**src/rtl/io_ff_bank_pkg.sv**
```systemverilog
// Shared types and helpers for the io_ff_bank IO register bank.
// IO_FF_BANK_CFG_PARITY_EN adds an even-parity bit to the configuration chain.
package io_ff_bank_pkg;

  localparam int MODE_W = 2;

  typedef enum logic [MODE_W-1:0] {
    IOFF_BYPASS = 2'd0,
    IOFF_REG    = 2'd1,
    IOFF_SYNC2  = 2'd2,
    IOFF_HOLD   = 2'd3
  } ioff_mode_e;

  function automatic int chain_len(input int width);
`ifdef IO_FF_BANK_CFG_PARITY_EN
    return MODE_W * width + 1;
`else
    return MODE_W * width;
`endif
  endfunction

endpackage

```
**src/rtl/io_ff_bank_ccff_chain.sv**
```systemverilog
// Serial configuration chain with a shadow mode register loaded when config_enable falls.
// With IO_FF_BANK_CFG_PARITY_EN, a load whose chain parity is odd is rejected and flagged.
module io_ff_bank_ccff_chain
  import io_ff_bank_pkg::*;
#(
  parameter int                WIDTH      = 4,
  parameter logic [MODE_W-1:0] RESET_MODE = 2'b00
) (
  input  logic                    clk,
  input  logic                    rst_n,
  input  logic                    config_enable,
  input  logic                    ccff_head,
  output logic [MODE_W*WIDTH-1:0] o_modes,
  output logic                    ccff_tail,
  output logic                    cfg_err
);

  localparam int CL = chain_len(WIDTH);
  localparam int MW = MODE_W * WIDTH;

  logic [CL-1:0] r_chain;
  logic          r_cfg_en_d;
  logic [MW-1:0] r_modes;
  logic          w_load;

  assign w_load = r_cfg_en_d & ~config_enable;

  always_ff @(posedge clk or negedge rst_n) begin
    if (!rst_n) begin
      r_chain    <= '0;
      r_cfg_en_d <= 1'b0;
    end else begin
      r_cfg_en_d <= config_enable;
      if (config_enable) begin
        r_chain <= {r_chain[CL-2:0], ccff_head};
      end
    end
  end

`ifdef IO_FF_BANK_CFG_PARITY_EN
  logic r_cfg_err;
  logic w_parity_bad;

  assign w_parity_bad = ^r_chain;

  always_ff @(posedge clk or negedge rst_n) begin
    if (!rst_n) begin
      r_modes   <= {WIDTH{RESET_MODE}};
      r_cfg_err <= 1'b0;
    end else if (w_load) begin
      // A corrupt word leaves the previously applied modes in place.
      if (w_parity_bad) begin
        r_cfg_err <= 1'b1;
      end else begin
        r_modes <= r_chain[MW-1:0];
      end
    end
  end

  assign cfg_err = r_cfg_err;
`else
  always_ff @(posedge clk or negedge rst_n) begin
    if (!rst_n) begin
      r_modes <= {WIDTH{RESET_MODE}};
    end else if (w_load) begin
      r_modes <= r_chain;
    end
  end

  assign cfg_err = 1'b0;
`endif

  assign o_modes   = r_modes;
  assign ccff_tail = r_chain[CL-1];

endmodule

```
**src/rtl/io_ff_bank.sv**
```systemverilog
// Bank of WIDTH IO data registers with per-channel bypass/REG/SYNC2/HOLD modes and scan.
// Optional config parity checking is enabled by IO_FF_BANK_CFG_PARITY_EN.
module io_ff_bank
  import io_ff_bank_pkg::*;
#(
  parameter int                WIDTH      = 4,
  parameter logic [MODE_W-1:0] RESET_MODE = 2'b00
) (
  input  logic             ff_clk,
  input  logic             ff_reset_n,
  input  logic [WIDTH-1:0] ff_D,
  input  logic [WIDTH-1:0] ff_ce,
  input  logic             ff_clr,
  input  logic             test_en,
  input  logic             scan_mode,
  input  logic             ff_SI,
  output logic             ff_SO,
  input  logic             config_enable,
  input  logic             ccff_head,
  output logic             ccff_tail,
  output logic [WIDTH-1:0] ff_Q,
  output logic             cfg_err
);

  logic [MODE_W*WIDTH-1:0] w_modes;
  logic [WIDTH-1:0]        r_s1;
  logic [WIDTH-1:0]        r_s2;
  logic [WIDTH-1:0]        w_s1_next;
  logic [WIDTH-1:0]        w_s2_next;

  io_ff_bank_ccff_chain #(
    .WIDTH      (WIDTH),
    .RESET_MODE (RESET_MODE)
  ) u_chain (
    .clk           (ff_clk),
    .rst_n         (ff_reset_n),
    .config_enable (config_enable),
    .ccff_head     (ccff_head),
    .o_modes       (w_modes),
    .ccff_tail     (ccff_tail),
    .cfg_err       (cfg_err)
  );

  genvar gi;
  generate
    for (gi = 0; gi < WIDTH; gi++) begin : g_ch
      ioff_mode_e w_mode;
      ioff_mode_e w_out_mode;
      logic       w_scan_src;
      logic       w_q;

      assign w_mode     = ioff_mode_e'(w_modes[MODE_W*gi +: MODE_W]);
      assign w_out_mode = scan_mode ? IOFF_REG : w_mode;

      if (gi == 0) begin : g_first
        assign w_scan_src = ff_SI;
      end else begin : g_rest
        assign w_scan_src = r_s1[gi-1];
      end

      // Priority: config hold, scan shift, clear, then functional capture.
      assign w_s1_next[gi] = config_enable                          ? r_s1[gi]   :
                             test_en                                ? w_scan_src :
                             ff_clr                                 ? 1'b0       :
                             (w_mode == IOFF_HOLD && !ff_ce[gi])    ? r_s1[gi]   :
                                                                      ff_D[gi];

      // Stage 2 always trails stage 1 so switching into SYNC2 needs no flush.
      assign w_s2_next[gi] = config_enable       ? r_s2[gi] :
                             (ff_clr && !test_en) ? 1'b0     :
                                                    r_s1[gi];

      always_comb begin
        w_q = ff_D[gi];
        case (w_out_mode)
          IOFF_BYPASS: w_q = ff_D[gi];
          IOFF_REG:    w_q = r_s1[gi];
          IOFF_SYNC2:  w_q = r_s2[gi];
          IOFF_HOLD:   w_q = r_s1[gi];
          default:     w_q = ff_D[gi];
        endcase
      end

      assign ff_Q[gi] = w_q;
    end
  endgenerate

  always_ff @(posedge ff_clk or negedge ff_reset_n) begin
    if (!ff_reset_n) begin
      r_s1 <= '0;
      r_s2 <= '0;
    end else begin
      r_s1 <= w_s1_next;
      r_s2 <= w_s2_next;
    end
  end

  assign ff_SO = r_s1[WIDTH-1];

endmodule
```
**config.mk**
```make
export PLATFORM = sky130hd
export DESIGN_NAME = io_ff_bank
export DESIGN_NICKNAME = d
export VERILOG_FILES = /design/src/rtl/io_ff_bank_pkg.sv /design/src/rtl/io_ff_bank_ccff_chain.sv /design/src/rtl/io_ff_bank.sv
export SDC_FILE = /design/constraint.sdc
export NUM_CORES = 1
export LEC_CHECK = 0
export CORE_ASPECT_RATIO = 1.4
export CORE_MARGIN = 1.5
export CORE_UTILIZATION = 60
export DETAILED_ROUTE_END_ITERATION = 8
export DONT_BUFFER_PORTS = 1
export PLACE_DENSITY_LB_ADDON = 0.05
export SYNTH_ARGS = -nofsm -noshare
export SYNTH_HDL_FRONTEND = slang
export SYNTH_HIERARCHICAL = 1
export SYNTH_SLANG_ARGS = --single-unit
```
**constraint.sdc**
```tcl
create_clock -name ff_clk -period 1.4 [get_ports ff_clk]
set_input_delay 0.21 -clock ff_clk [delete_from_list [all_inputs] [get_ports ff_clk]]
set_output_delay 0.21 -clock ff_clk [all_outputs]
set_load 0.01 [all_outputs]
```
# Yosys cells after proc, flatten, opt, wreduce, memory -nomap -nowiden
# Index checks and enable logic that the tools add are counted.
dict set report classes {
  n_bitwise 2
  n_mux 24
  n_eq_ne 20
  reduce_logical 22
}
# cell count
set ops {}
lappend ops {{$eq 2x2->1 const B} 12}
lappend ops {{$mux 1} 16}
lappend ops {{$ne 3x3->1 const B} 4}
lappend ops {{$pmux 1 s3} 4}
lappend ops {{$eq 2x1->1 const B} 4}
lappend ops {{$logic_not 2->1} 4}
lappend ops {{$mux 2} 4}
lappend ops {{$reduce_and 2->1} 4}
lappend ops {{$reduce_or 2->1} 4}
lappend ops {{$logic_and 1x1->1} 5}
lappend ops {{$logic_not 1->1} 5}
lappend ops {{$and 1x1->1} 1}
lappend ops {{$not 1->1} 1}
dict set report word_totals {
  reg_bits 25
  output_inout_bits 7
  in_bits 16
}

# Longest topological paths before layout
# Gate-level depths: netlist of the first run.
dict set report depth {
  ltp_word 5
  depth_mapped 4
}

# Cells and area by module
# The synthesis of the first run kept the hierarchy.
# mod cells_each n_inst seq_area_each_um2 area_each_um2
set by_module_without_submodules {}
lappend by_module_without_submodules {io_ff_bank_ccff_chain 38 1 425.4 686.9}
lappend by_module_without_submodules {io_ff_bank 68 1 200.2 555.5}

# Worst setup path after synthesis of the first run
# Ideal clock, no wire load.
dict set report synth_timing {
  kind {flip-flop to flip-flop}
  startpoint {register u_chain.r_cfg_en_d}
  endpoint {register u_chain.r_modes[0], in the netlist u_chain/o_modes[0]}
  t_arrival_ns 0.869
  path_buffers 1
  stages_incl_launch_ff 4
  setup_ns 0.125
  setup_slack_ns 0.406
  required_ns 1.275
  cell_sequence {dfrtp_1 -> nor2b_4 -> buf_8 -> mux2_4}
}
dict set report synth_between {
  elab_chain_len 1
}
# element line_no
set synth_lines {}
lappend synth_lines {{start: declaration} io_ff_bank_ccff_chain.sv:22} ;# logic r_cfg_en_d;
lappend synth_lines {{start signal: assignment} io_ff_bank_ccff_chain.sv:33} ;# r_cfg_en_d <= config_enable;
lappend synth_lines {{$and 1x1->1} io_ff_bank_ccff_chain.sv:26} ;# assign w_load = r_cfg_en_d & ~config_enable;
lappend synth_lines {{end signal: assignment} io_ff_bank_ccff_chain.sv:64} ;# r_modes <= {WIDTH{RESET_MODE}};
lappend synth_lines {{end signal: assignment} io_ff_bank_ccff_chain.sv:66} ;# r_modes <= r_chain;
lappend synth_lines {{end: declaration} io_ff_bank_ccff_chain.sv:23} ;# logic [MW-1:0] r_modes;
# No other way between the ends.
# A chain may end at the register's enable or synchronous reset.

# Worst setup path in the final report of the first run
dict set report layout_timing {
  startpoint {register u_chain.r_modes[5], in the netlist u_chain/o_modes[5]}
  endpoint {output ff_Q[2]}
}
dict set report layout_between {
  elab_chain_len 4
  elab_cells_between_ends 7
}
# element line_no
set layout_lines {}
lappend layout_lines {{$mux 2 (*)} io_ff_bank.sv:53} ;# assign w_out_mode = scan_mode ? IOFF_REG : w_mode;
lappend layout_lines {{$eq 2x2->1 or $eq 2x1->1 (tied branches)} io_ff_bank.sv:75} ;# case (w_out_mode)
lappend layout_lines {{$reduce_or 2->1 (no line)} -}
lappend layout_lines {{$pmux 1 s3 (*)} io_ff_bank.sv:75}
lappend layout_lines {{end: declaration} io_ff_bank.sv:21} ;# output logic [WIDTH-1:0] ff_Q,
# Mark *: on every way between the ends. The rest lies on a longest branch, timed or not.

==> metrics list, run 1 <==
- Global routing met3 resource utilization: ~4.5%
- When the netlist entered floorplanning its net count stood at 122.
- Syn Inst Count: 106
- Critical path cell sequence: mux2i_2, a21oi_2
- Final clock period utilization by the worst path: 94.81%
- The core region is 1949 um^2.
- Total area of multi-input combinational cells: between 500 and 600 um^2
- Based on the critical path, the design can be clocked at up to ~750 MHz.
- At the placement stage, the worst setup path has a slack of around 0.31 ns.
- The worst setup path is captured at an output port.
- The initial antenna violation count came to 0.
* Placed inst area: 1194 um^2
- In this run, distinct cell masters in the synthesized netlist total 19.
- Across every metal layer, demand over resource in global routing totals 18.84%.
- Via Count: 720
- Reg clk slew, reported paths: 0.12 ns
* Layout-stage area growth over the synthesis result: 4.431%
* Final Instance Count excl. Fillers: roughly 130
- The first TritonRoute pass finished after 4 iterations.
- In this run the most used layer during global routing was met2.
- The tool flagged a number of max-cap violations equal to 0.
- After detailed placement, the design holds a cell count of approximately 120.
- Counting flops and latches in the post-synthesis netlist gives 25.
- Sequential fraction of the synthesis area: between 50% and 60%
- Clock tree from TritonCTS: built
- In the global route stage, met2 resource usage came out at 28.13%.
* Hold/Removal Path Class: primary input to register
- At the later pin of the worst-skew pair, clock insertion delay measures 0.30 ns.
* Count of buffering cells on the critical path with inverters included: 0
* Fin. Hold Viols: 0
- The run finished with clean final reports.
- The cell family contributing the most delay on the critical path is flip-flops.
- The average instance in the mapped netlist occupies approximately 12 um^2.
- Global-route wire length before repair: 3332 um
- Row generation in the floorplan step produced 19 rows.
* Leakage power figure: around 0.58 nW
* Port buffer count: 0
* Crit-path max FO: 3
- Power spread over the standard cell area amounts to ~1400 nW/um^2.
- Power comes to about 1.8 mW.
- H-tree levels: 1
- Setup slack closes at 0.07264 ns.
- Number of setup violations in the final report: 0
- Setup repair after global routing missed its margin: false
- VDD sags by at most 1.007 mV.
* Drt total wl: 1974 um
* Detailed router's first-iteration violation count: 12
- Clock tree synthesis inserted a total of 3 buffers.
- Summing every instance area after synthesis gives 1242 um^2.
- Total number of clock tree sinks: 25
* Starting utilization of the core area: a little under two thirds
- 23 I/O pins were placed.
- Fraction of final layout cells sized beyond drive strength 1: between 30% and 40%
- The die is just over 40 um wide.
* Req. time, crit path: between 1 and 1.5 ns
* Count of synthesis-stage warnings from yosys: 6
* Finished Core Util: about two thirds
* Maximum cell stage delay along the critical path: around 0.45 ns
- Proportion of netlist area held by the largest area contributor: 50.35%
- Summed over all failing endpoints, the final setup total negative slack is 0 ns.
* Most common library cell in the layout ignoring fill and taps: sky130_fd_sc_hd__dfrtp_1
- The worst setup path is launched from a register.
- Entering global routing, the biggest net connects 26 pins.
- Number of inserted diodes: 0
- Die outline area: ~2400 um^2
* Clock tree root buffer cell: sky130_fd_sc_hd__clkbuf_4
- Counting along the longest clock path gives a buffer depth of 2.
* Mean number of vias per cell: about 5.8
- Once detailed placement completed, the half-perimeter wirelength came to approximately 1400 um.
- Remaining Overflow, GRT: 0
* Via count of the first global-routing pass: approximately 730
- Storage cell area: approximately 630 um^2
- In this run the post-CTS setup repair buffer count came out at 0.
- After detailed routing, the average wire length per cell comes to 15.79 um.
* Tmin final: 1.327 ns
* Crit Path Category: register to output port
- Ranked by total cell area, the synthesized netlist is headed by sky130_fd_sc_hd__dfrtp_1 50%, sky130_fd_sc_hd__mux2_4 9.7%, sky130_fd_sc_hd__mux2_2 7.3%.
- Setup clock skew after layout: roughly 0.002 ns
* Final hold slack: 0.02905 ns
- After filler insertion, the fill cell instance count of the layout stands at 157.
* CP max stage cell: sky130_fd_sc_hd__dfrtp_1
- In the layout the commonest cells are 25 x sky130_fd_sc_hd__dfrtp_1, 8 x sky130_fd_sc_hd__nand2_1, 8 x sky130_fd_sc_hd__inv_1, 8 x sky130_fd_sc_hd__mux2_4, 8 x sky130_fd_sc_hd__mux2_2.
- For this run, the post-layout net count is 121.
- The biggest area contributor in the post-synthesis netlist is sky130_fd_sc_hd__dfrtp_1.
- Summing all non-filler instances in the final layout gives an area of roughly 1300 um^2.
- In the routed design, unresolved DRC markers number 0.
- The count of nets left with antenna violations once routing finished came out at 0.
- In this run the vertical extent of the chip is between 50 and 60 um.
* Arrival time at the worst endpoint: between 1 and 1.5 ns
* Met1 demand-to-capacity share in global routing: 25.59%
* Placer congestion estimate: between 0.7 and 0.8
- The number of max-slew violations in the final report is 0.
layout make-up:
cell class | count | share of cell area (%)
clock buffers | 3 | 1.736
clock inverters | 1 | 0.3857
inverters | 8 | 2.314
multi-input cells | 64 | 42.24
flip-flops and latches | 25 | 48.22
well taps | 21 | 2.025
repair buffers | 3 | 3.086
routing by layer:
layer / vias up / share of wire, % / wire length (um)
met5: - / 0 / 0
met4: 0 / 2.1 / 41
met3: 4 / 5.3 / 104
met2: 20 / 48 / 943
met1: 346 / 45 / 885
li1: 350 / - / -
logic make-up (layout without fill, tap and decap cells):
| family | after synthesis | count (layout) | synth area share, % |
|---|---|---|---|
| flops | 25 | 25 | 50.35 |
| compound gates | 16 | 16 | 7.653 |
| other cells | 1 | 1 | 0.3018 |
| mux | 24 | 24 | 23.36 |
| simple gates | 23 | 23 | 9.869 |
| buf+inv | 17 | 15 | 8.458 |
Yosys cell counts (all sizes together):
cell and number:
nand2 8, mux2i 8, o21ai 4, a21oi 8, mux2 16, clkbuf 1
buf 8, nor2b 1, or2b 1, inv 8, conb 1, a41oi 4
nor2 9, dfrtp 25, nor3b 4
state kept, by name, summed over array words and instances (netlist names):
signal / flops
u_chain/r_chain: 8
r_s2: 4
u_chain/r_cfg_en_d: 1
r_s1: 4
u_chain/o_modes: 8
final timing paths:
check | start | end | slack (ns) | cells past startpoint
min in group asynchronous | ff_reset_n | u_chain/r_cfg_en_d | 0.32 | 2
max in group asynchronous | ff_reset_n | r_s2[2] | 0.94 | 2
worst max-delay path | u_chain/o_modes[5] | ff_Q[2] | 0.07 | 2
worst min-delay path | config_enable | r_s2[3] | 0.03 | 2
worst min register to register | r_s2[3] | r_s2[3] | 0.50 | 2
worst max register to register | u_chain/r_cfg_en_d | u_chain/o_modes[7] | 0.30 | 2
what timing repair did:
item	CTS	global route
hold endpoints to repair	30	0
hold buffers	3	0
setup endpoints to repair	1	4
resized for setup	1	10
pin swaps	0	1
where the power goes:
group / internal (mW) / switching [mW]
clock network: 0.106 / 0.192
registers: 0.898 / 0.183
logic: 0.268 / 0.158
No activity file was read; power rests on OpenSTA's default activity.
==> run 2, diff against run 1 <==
--- a/config.mk
+++ b/config.mk
@@ -7,7 +7,7 @@
 export LEC_CHECK = 0
 export CORE_ASPECT_RATIO = 1.4
 export CORE_MARGIN = 1.5
-export CORE_UTILIZATION = 60
+export CORE_UTILIZATION = 55
 export DETAILED_ROUTE_END_ITERATION = 8
 export DONT_BUFFER_PORTS = 1
 export PLACE_DENSITY_LB_ADDON = 0.05
==> run 2 against run 1 <==
  * Global-route usage fell by 1.6 points
  * Total power decreased by 1.4%
  * Sequential cell count stayed put
  * Clock power about the same
  * Critical endpoint is now ff_Q[0]
  * Highest routed layer unchanged
  * Largest cell class unchanged
  * Setup slack gained 0.015 ns
==> metrics list, run 2 (synthesis gave the netlist of run 1 again) <==
* Outcome: finished clean
- Die outline area: 2557 um^2 (+8.5%)
* PwrDens: 1386 nW/um^2 (-0.37%)
* Overall track demand over capacity in global routing: 17.26% (-1.6 points)
- Peak ir drop on the vdd network: 0.8332 mV (-17%)
- Leakage power figure: 0.5806 nW (-0.49%)
- Tmin final: 1.313 ns (-0.01475 ns)
* Max Clock Freq: 761.8 MHz (+1.1%)
* Top-Level Pins: 23 (unchanged)
- Die span in x: 43.17 um (+4.1%)
* Antenna Violating Nets Remaining: 0 (unchanged)
* Total core area: 2152 um^2 (+10%)
* Storage cell area: 625.6 um^2 (unchanged)
* Fraction of power consumed by the clock network: 16.9% (+0.3 points)
- Detailed-route wire length per cell: 15.48 um (-2.0%)
- The number of iterations in the first detailed-routing pass is 3 (-1).
- The final standard cell area without fillers came to 1284 um^2 (-1.1%).
- Power spent charging and discharging nets: 0.5115 mW (-4.1%)
* Req. time, crit path: 1.19 ns (about the same)
* Number of setup violations in the final report: 0 (unchanged)
- The final antenna diode count is 0 (unchanged).
- The number of DRC markers in iteration 0 came to 10 (-2).
* Reg clk slew, reported paths: 0.13 ns (about the same)
* Remaining Overflow, GRT: 0 (unchanged)
- Number of inserted filler cells in the final layout: 194 (+24%)
- STA classifies the critical path endpoint as an output port.
* Total number of clock tree sinks: 25 (unchanged)
- The total routed wirelength is 1950 um (-1.2%).
* Cell depth of the worst hold path: 2 (unchanged)
- The area of the multi-input gates came to 534.3 um^2 (-2.5%).
- Setup repair after global routing missed its margin: false
- The summed negative setup slack over all endpoints is 0 ns (unchanged).
* Mean number of vias per cell: 5.619 (-2.4%)
* Fraction of final layout cells sized beyond drive strength 1: 27.88% (-3.8 points)
- Placed inst area: 1195 um^2 (+0.11%)
- Total DRC errors in the routed layout: 0 (unchanged)
* Fraction of power spent switching nets: 28.74% (-0.79 points)
- Global-route wire length before repair: 3256 um (-2.3%)
* Count of nets after finishing: 121 (unchanged)
* Placer congestion estimate: 0.7950 (+3.1%)
* Pin count of the biggest net entering global routing: 26 (unchanged)
- Via count of the first global-routing pass: 751 (+3.4%)
- Port buffer count: 0 (unchanged)
* Crit-path max FO: 3 (unchanged)
- Via Count: 708 (-1.7%)
- H-tree levels: 1 (unchanged)
- The number of max-cap violations came to 0 (unchanged).
* Die Y-Extent: 59.24 um (+4.2%)
- Clock tree root buffer cell: sky130_fd_sc_hd__clkbuf_4
- The latest clock arrival within the worst-skew pair was 0.30 ns (about the same).
* Number of antenna violations at the first check in global routing: 0 (unchanged)
* Share of power burned in registers: 59.9% (about the same)
- The library cell used most frequently in the layout, excluding fill and tap cells, is sky130_fd_sc_hd__dfrtp_1.
- The TritonCTS buffer count came to 3 (unchanged).
- Internal Power: 1.268 mW (-0.31%)
- The effective utilization at floorplan is 57.73% (-6.0 points).
* Setup clock skew after layout: 0.007514 ns (+0.005473 ns)
- STA classifies the critical path startpoint as a register.
- The number of max-slew violations in the final report was 0 (unchanged).
* Final clock period utilization by the worst path: 93.76% (-1.1 points)
- Layout-stage area growth over the synthesis result: 3.323%
* Hold/Removal Path Class: primary input to register
* Clock tree from TritonCTS: built
* Overall power of the completed layout: 1.780 mW (-1.4%)
- Register-to-Register Path Depth: 2 (unchanged)
- CTS max path bufs: 2 (unchanged)
- Crit Path Category: register to output port
- The total half-perimeter wirelength after legalization and detailed placement was 1369 um (-2.6%).
* Portion of total power attributed to combinational logic: 23.2% (-0.4 points)
- The critical path arrival was 1.10 ns (-0.02 ns).
- Count of standard-cell rows: 20 (+1)
* Fin. Hold Viols: 0 (unchanged)
run 2: changes by cell type in the layout (fill, tap and decap cells not counted):
| cell | previous run | this run |
|---|---|---|
| sky130_fd_sc_hd__mux2i_1 | 7 | 8 |
| sky130_fd_sc_hd__clkbuf_1 | 0 | 1 |
| sky130_fd_sc_hd__nor2_4 | 2 | 1 |
| sky130_fd_sc_hd__nor2_2 | 4 | 3 |
| sky130_fd_sc_hd__clkinv_2 | 1 | 0 |
| sky130_fd_sc_hd__mux2i_2 | 1 | 0 |
| sky130_fd_sc_hd__nor2_1 | 3 | 5 |
run 2: area by class of cell:
type | count | share of cell area, %
Clock buffer | 4 | 2.047
Inverter | 8 | 2.339
Multi-Input combinational cell | 64 | 41.62
Sequential cell | 25 | 48.73
Tap cell | 22 | 2.144
Timing Repair Buffer | 3 | 3.119
run 2: repair_timing:
item | in CTS | in global routing
hold buffers | 3 | 0
endpoints found under the setup margin | 0 | 4
setup buffers | 0 | 0
endpoints found under the hold margin | 30 | 0
resized for setup | 0 | 7
run 2: worst paths after layout:
path / from / to / slack [ns]
min reg2reg: r_s2[0] / r_s2[0] / 0.49
min: config_enable / r_s2[3] / 0.03
max in group asynchronous: ff_reset_n / u_chain/o_modes[3] / 0.93
min in group asynchronous: ff_reset_n / r_s2[2] / 0.32
max reg2reg: u_chain/r_cfg_en_d / u_chain/o_modes[1] / 0.29
max: u_chain/o_modes[0] / ff_Q[0] / 0.09
run 2: routing by layer:
metal / part of all wire, % / routed length [um] / global-route usage, % / up-vias
met5: 0 / 0 / 0 / -
met1: 46 / 899 / 21.73 / 340
met2: 48 / 944 / 28.57 / 12
met4: 1.8 / 36 / 9.524 / 0
met3: 3.5 / 69 / 2.134 / 4
li1: - / - / - / 352
run 2: power groups by stage:
stage	sequential (mW)	clock (mW)	combinational, mW
2_1_floorplan	1.03	0	0.403
3_3_place_gp	1.07	0	0.351
3_5_place_dp	1.08	0	0.363
4_1_cts	1.06	0.323	0.391
5_1_grt	1.09	0.339	0.454
6_report	1.07	0.302	0.413
run 2: stage by stage:
stage          util [%]  setup slack [ns]  hold WS [ns]  instances
6_report          59.65           0.08738       0.02547        126
5_1_grt           59.65           0.02673       0.02250        126
4_1_cts           58.60          0.005753      0.006484        126
3_5_place_dp      55.52            0.3036      -0.08502        119
3_3_place_gp      55.52            0.3371      -0.08514        119
2_1_floorplan         -            0.4056      -0.08559        106
run 2: worst max-delay path, cell delays in order (launching register included):
cell and delay [ns]:
sky130_fd_sc_hd__dfrtp_1 0.42, sky130_fd_sc_hd__nor2_1 0.16, sky130_fd_sc_hd__nor2_1 0.07, sky130_fd_sc_hd__a21oi_2 0.15
